$ cat src/rtl/ahb_gpio.sv
// ahb_gpio: zero-wait-state AHB-Lite slave exposing a 16-bit GPIO port with a
// generated output parity bit and a checked input parity bit.
//
// Ports
//   HCLK, HRESET             bus clock, asynchronous active-high reset
//   HSEL, HADDR, HTRANS,     AHB-Lite address phase (only HADDR[7:0] decoded)
//   HWRITE, HREADY
//   HWDATA                   write data (data phase)
//   HRDATA, HREADYOUT        read data (combinational from the latched
//                            address phase), ready (always 1)
//   GPIOIN  [16:0]           [15:0] pad input data, [16] pad input parity
//   GPIOOUT [16:0]           [15:0] output data, [16] generated parity
//   PARITYSEL                0 = even parity, 1 = odd parity
//   PARITYERR                registered input parity mismatch (level)
//
// Register map (HADDR[7:0])
//   0x00 DATA  output value when DIR=1, sampled input when DIR=0
//   0x04 DIR   bit0: 1 = output mode, 0 = input mode
module ahb_gpio (
   input  logic        HCLK,
   input  logic        HRESET,
   input  logic        HSEL,
   input  logic [31:0] HADDR,
   input  logic [1:0]  HTRANS,
   input  logic        HWRITE,
   input  logic        HREADY,
   output logic        HREADYOUT,
   input  logic [31:0] HWDATA,
   output logic [31:0] HRDATA,
   input  logic [16:0] GPIOIN,
   output logic [16:0] GPIOOUT,
   output logic        PARITYERR,
   input  logic        PARITYSEL
);

   localparam int unsigned AW       = 8;
   localparam int unsigned GW       = 16;
   localparam logic [AW-1:0] ADDR_DATA = 8'h00;
   localparam logic [AW-1:0] ADDR_DIR  = 8'h04;

   // Latched address phase
   logic [AW-1:0] addr_q, addr_d;
   logic          write_q, write_d;
   logic          valid_q, valid_d;

   // Architectural state
   logic          dir_q, dir_d;
   logic [GW-1:0] dout_q, dout_d;
   logic [GW-1:0] din_q, din_d;
   logic          perr_q, perr_d;

   logic          addr_phase_c;
   logic          wr_en_c;
   logic          rd_en_c;
   logic          in_par_err_c;

   // Upper address/data bits and HTRANS[0] carry no meaning for this slave.
   logic          unused_bits;
   assign unused_bits = ^{HADDR[31:AW], HWDATA[31:GW], HTRANS[0]};

   assign addr_phase_c = HSEL & HREADY & HTRANS[1];
   assign wr_en_c      = valid_q & write_q;
   assign rd_en_c      = valid_q & ~write_q;

   // Parity of the pad word against its parity bit under the selected mode
   assign in_par_err_c = ((^GPIOIN[GW-1:0]) ^ PARITYSEL) != GPIOIN[GW];

   // Address-phase capture
   always_comb begin
      addr_d  = addr_q;
      write_d = write_q;
      valid_d = 1'b0;
      if (addr_phase_c) begin
         addr_d  = HADDR[AW-1:0];
         write_d = HWRITE;
         valid_d = 1'b1;
      end
   end

   // Data-phase register writes and input sampling
   always_comb begin
      dir_d  = dir_q;
      dout_d = dout_q;
      din_d  = din_q;
      perr_d = 1'b0;

      if (wr_en_c) begin
         if (addr_q == ADDR_DIR) begin
            dir_d = HWDATA[0];
         end
         // DATA writes only land in output mode; in input mode DATA mirrors pads.
         if ((addr_q == ADDR_DATA) && dir_q) begin
            dout_d = HWDATA[GW-1:0];
         end
      end

      // Sampling follows the committed DIR, so a 1->0 switch resumes next cycle.
      if (!dir_q) begin
         din_d  = GPIOIN[GW-1:0];
         perr_d = in_par_err_c;
      end
   end

   always_ff @(posedge HCLK or posedge HRESET) begin
      if (HRESET) begin
         addr_q  <= '0;
         write_q <= 1'b0;
         valid_q <= 1'b0;
         dir_q   <= 1'b0;
         dout_q  <= '0;
         din_q   <= '0;
         perr_q  <= 1'b0;
      end else begin
         addr_q  <= addr_d;
         write_q <= write_d;
         valid_q <= valid_d;
         dir_q   <= dir_d;
         dout_q  <= dout_d;
         din_q   <= din_d;
         perr_q  <= perr_d;
      end
   end

   // Read mux driven from the latched address phase (zero wait states)
   always_comb begin
      HRDATA = '0;
      if (rd_en_c) begin
         unique case (addr_q)
            ADDR_DATA: HRDATA = {16'h0, (dir_q ? dout_q : din_q)};
            ADDR_DIR:  HRDATA = {31'h0, dir_q};
            default:   HRDATA = '0;
         endcase
      end
   end

   // Output parity tracks PARITYSEL immediately so pads always carry a
   // consistent word.
   assign GPIOOUT   = {(^dout_q) ^ PARITYSEL, dout_q};
   assign PARITYERR = perr_q;
   assign HREADYOUT = 1'b1;

endmodule

$ cat config.mk
export PLATFORM = sky130hd
export DESIGN_NAME = ahb_gpio
export DESIGN_NICKNAME = d
export VERILOG_FILES = /design/src/rtl/ahb_gpio.sv
export SDC_FILE = /design/constraint.sdc
export NUM_CORES = 1
export LEC_CHECK = 0
export ABC_AREA = 1
export BUFFER_PORTS_ARGS = -buffer_cell sky130_fd_sc_hd__buf_2
export CAP_MARGIN = 10
export CORE_AREA = 2 2 98 100
export DETAILED_ROUTE_END_ITERATION = 8
export DIE_AREA = 0 0 100 102
export PLACE_DENSITY_LB_ADDON = 0.1
export SYNTH_ARGS = -nofsm -noshare
export SYNTH_HDL_FRONTEND = slang
export SYNTH_SLANG_ARGS = --single-unit
$ cat constraint.sdc
create_clock -name HCLK -period 1.45 [get_ports HCLK]
set_input_delay 0.145 -clock HCLK [delete_from_list [all_inputs] [get_ports HCLK]]
set_output_delay 0.145 -clock HCLK [all_outputs]
set_load 0.005 [all_outputs]
## Yosys cells after proc, flatten, opt, wreduce, memory -nomap -nowiden

Index checks and enable logic that the tools add are counted.

- Equality and inequality tests: 2
- Mux-type cells: 5
- Bitwise operators: 7
- Reduce and logical (&&, ||, !) cells: 6

Operators with widths:

| operator | count |
|---|---|
| $mux 16 | 2 |
| $pmux 16 s2 | 1 |
| $reduce_xor 16->1 | 2 |
| $eq 8x3->1 const B | 1 |
| $logic_not 8->1 | 1 |
| $and 1x1->1 | 4 |
| $reduce_and 2->1 | 2 |
| $mux 1 | 2 |
| $xor 1x1->1 | 2 |
| $logic_and 1x1->1 | 1 |
| $ne 1x1->1 | 1 |
| $not 1->1 | 1 |

- Register bits after elaboration: 44
- Input bits: 89
- Output and inout port bits: 51
- Logic and storage cells: 27

## Logic depth before layout (Yosys ltp)

- Word-level depth: 4
- Gate-level depth with buffers: 12
- Gate-level depth less buffers: 12

## Worst setup path before layout

No wires, ideal clock.

- Path type: reg-to-output
- From: register addr_q[3]
- To: output HRDATA[10]
- Data arrival time: 1.232 ns
- Data required time: 1.305 ns
- Slack: 0.073 ns
- Cell stages (with the launch flop): 7
- Path buffers: 1
- Path through: dfrtp_1 -> nor2_2 -> nand2_2 -> nor3_4 -> nand3_4 -> buf_6 -> a21oi_1

- Cells in the longest elaborated chain, start to end: 3
- Elaborated cells between the ends (all ways): 4
- Classes of those cells: eq/ne (1); mux (2); reduce/logical (1)

Ends and longest elaborated chain:

| element | line | RTL |
|---|---|---|
| start, declared | 42 | `logic [AW-1:0] addr_q, addr_d;` |
| start signal, assigned | 114 | `addr_q <= addr_d;` |
| $eq 8x3->1 or $logic_not 8->1 (tied branches) | 128 | `unique case (addr_q)` |
| $pmux 16 s2 * | 128 |  |
| $mux 16 * | 127 | `if (rd_en_c) begin` |
| end, declared | 29 | `output logic [31:0] HRDATA,` |

Mark *: on every way between the ends. The rest lies on a longest branch, timed or not.

## Worst setup path after layout

- From: register addr_q[3]
- To: output HRDATA[9]

The elaborated chain is that of the path after synthesis.

==> flow_summary_export.csv <==
group,metric,value,unit
synthesis,synth-edff-count,0,
cts,clock_tree_from_tritoncts,"yes",
critical_path,path_class,"flop to output pin",
sta,max_clock_freq,549,MHz
routing,route.final.wire_length,6850,um
hold_path,hold_path.class,"primary input to flop",
floorplan,fp.dieH,102,um
place,dp_worst_setup_slack,-0.159,ns
synthesis,post-synth-top-area-fraction,40.9,%
cts,cts_htree_levels,2,
pwr,power.density_cell_area,1300,nW/um^2
floorplan,die-area,10200,um^2
place,port_buffers,81,
sta,period_minus_slack,1.82,ns
sta,skew,0.00266,ns
final_layout,insertedDiodeCount,0,
global_route,grt_start_max_net_pins,45,
global_route,grt.total_usage,12.9,%
critical_path,worstPathMaxFanout,10,
cts,clk_pin_slew,0.09,ns
synthesis,synth.yosys.warnings,0,
final_layout,fillers,961,
routing,antenna_left,0,
job,cap_violations,0,
pwr,share_clk_of_total_power,19.6,%
synthesis,synth_seq_cells,44,
pwr,power.share.combinational,40.4,%
routing,average_vias_per_placed_instance,4.22,
synthesis,synth_top_flop_cell,"dfrtp_1",
critical_path,nature_of_the_critical_path_endpoint,"output pin",
pwr,switching_share,36.1,%
synthesis,post-synth-top-count-cell,"nand2_1",
routing,route.detailed.wl_per_inst,11.8,um
cts,clockRootBuffer,"clkbuf_8",
place,place.detailed.hpwl,4890,um
routing,first_pass_iters,4,
global_route,grt_pass1_wl,10400,um
synthesis,avgSynthCellArea,7.39,um^2
cts,clkLatencyLatePin,0.29,ns
synthesis,synth.top_cells.by_area,"dfrtp_1, nand2_1, inv_1",
global_route,globalRoute.totalOverflow,0,
pwr,seq_power_share,40.0,%
final_layout,syn_to_final_growth,38.2,%
final_layout,nNetsFinal,559,
synthesis,post_synth_instance_area,2690,um^2
pwr,totalPowerFinal,4.82,mW
floorplan,placementRows,35,
routing,drt-initial-drc-count,63,
pwr,power_switching,1.74,mW
synthesis,synth-seq-area-share,40.9,%
sta,layout_worst_path_cycle_share,126,%
sta,totalNegativeSetupSlack,-8.15,ns
final_layout,final_core_util,40.8,%
critical_path,worstPathRequired,1.31,ns
cts,num_clock_sinks,44,
floorplan,core,9110,um^2
cts,clock_tree.buffer_depth,2,
synthesis,number_of_distinct_library_cell_variants_in_the_gate_level_netlist_after_synthesis,26,
floorplan,top_level_ports,140,
cts,cts_inserted_buffers,5,
pwr,ir_drop,0.448,mV
pwr,power.static_leakage,2.05,nW
pwr,cell_internal_pwr,3.08,mW
global_route,grt_pass1_vias,2162,
global_route,antenna_violations_before_repair,0,
synthesis,synth.cells.most_frequent,"nand2_1, dfrtp_1, inv_1, buf_4, o21ai_0",
synthesis,cells_after_synth,364,
routing,route.vias.total,2456,
sta,hold_violations,0,
place,gp_congestion,0.778,
synthesis,asyncSetResetFlopFracSynth,100,%
critical_path,worstPathArrival,1.68,ns
sta,worst_slack,-0.370,ns
synthesis,synth_top_cell_by_area,"dfrtp_1",
floorplan,fp.dieW,100,um
sta,setup_viol,33,
floorplan,starting_density,29.5,%
run_status,failed_checks,"negative setup slack",
run_status,run_status,"finished with violations",
critical_path,critical_path.startpoint_type,"flop",
sta,final_max_slew_viol_count,0,
sta,rsz0062_at_grt,"yes",
final_layout,drive_above_1_share,37.6,%
routing,route.detailed.drc,0,
-- worst max-delay path: stages, from the launching register on --
cell and delay, ns:
dfrtp_1 0.39, nor2_2 0.12, nand2_2 0.08, nor3_4 0.22, nand3_4 0.15, buf_12 0.17
a21oi_2 0.11, buf_2 0.13
-- placed cells by master, fill, tap and decap left out, types with 6 or more instances in the layout --
cell type	count
a21oi_1	6
a21oi_2	10
buf_2	81
buf_4	23
conb_1	17
dfrtp_1	39
inv_1	42
nand2_1	136
nand2_4	14
nand3_1	9
o21ai_0	14
o21ai_2	14
xnor2_1	10
xor2_1	8
-- cell type report --
class	count	area [um^2]	share of cell area, %
Tap cell	111	139	3.74
Clock inverter	3	42.5	1.15
Sequential cell	44	1110	29.8
Timing Repair Buffer	113	741	19.9
Clock buffer	5	68.8	1.85
Multi-Input combinational cell	263	1460	39.2
Inverter	43	161	4.34
-- state kept, by name, indices dropped and copies added (netlist names) --
| register | cells |
|---|---|
| valid_q | 1 |
| din_q | 16 |
| dir_q | 1 |
| PARITYERR | 1 |
| write_q | 1 |
| dout_q | 16 |
| addr_q | 8 |
-- per-layer routing --
metal | share of wire, % | vias up | track usage, %
met5 | 0 | - | 0
met4 | 0.88 | 0 | 3.16
met3 | 4.1 | 4 | 2.67
met2 | 47 | 66 | 19.3
met1 | 48 | 1093 | 19.2
li1 | - | 1293 | -
-- what timing repair did --
item | 4_1_cts | 5_1_grt
setup buffers | 8 | 5
gates resized for setup | 14 | 38
hold buffers | 1 | 0
endpoints found under the setup margin | 33 | 34
hold endpoints to repair | 44 | 0
cloned | 0 | 3
pin swaps | 3 | 8
-- power groups by stage --
stage	combinational [mW]	sequential [mW]	clock [mW]
final	1.94	1.93	0.945
after global routing	2.28	1.99	1.04
after CTS	1.79	1.91	0.990
after detailed placement	1.68	1.94	0
after global placement	1.65	1.93	0
after floorplan	1.11	1.90	0
-- metrics by stage --
step | instances | hold WS [ns] | instance area, um^2
6_report | 582 | 0.0421 | 3710
5_1_grt | 582 | 0.0365 | 3710
4_1_cts | 574 | 0.0311 | 3470
3_5_place_dp | 559 | 0.201 | 3270
3_3_place_gp | 559 | 0.203 | 3270
2_1_floorplan | 379 | 0.255 | 2750
-- cells by family after synthesis --
family / share of synthesized area [%]
buffers and inverters: 13.4
AOI/OAI and AO/OA: 11.4
xor gates and xnor gates: 6.19
and+or+nand+nor: 27.7
other: 0.279
DFF: 40.9
-- worst paths after layout --
check | start | endpoint | slack [ns] | cells past startpoint
worst min-delay path | HADDR[3] | addr_q[3] | 0.04 | 3
worst max register to register | addr_q[3] | dout_q[2] | -0.19 | 9
max in group asynchronous | HRESET | dout_q[3] | 0.79 | 4
worst max-delay path | addr_q[3] | HRDATA[9] | -0.37 | 7
worst min register to register | din_q[9] | din_q[9] | 0.48 | 2
min in group asynchronous | HRESET | addr_q[0] | 0.41 | 4
Power figures use the tool's default switching activity.
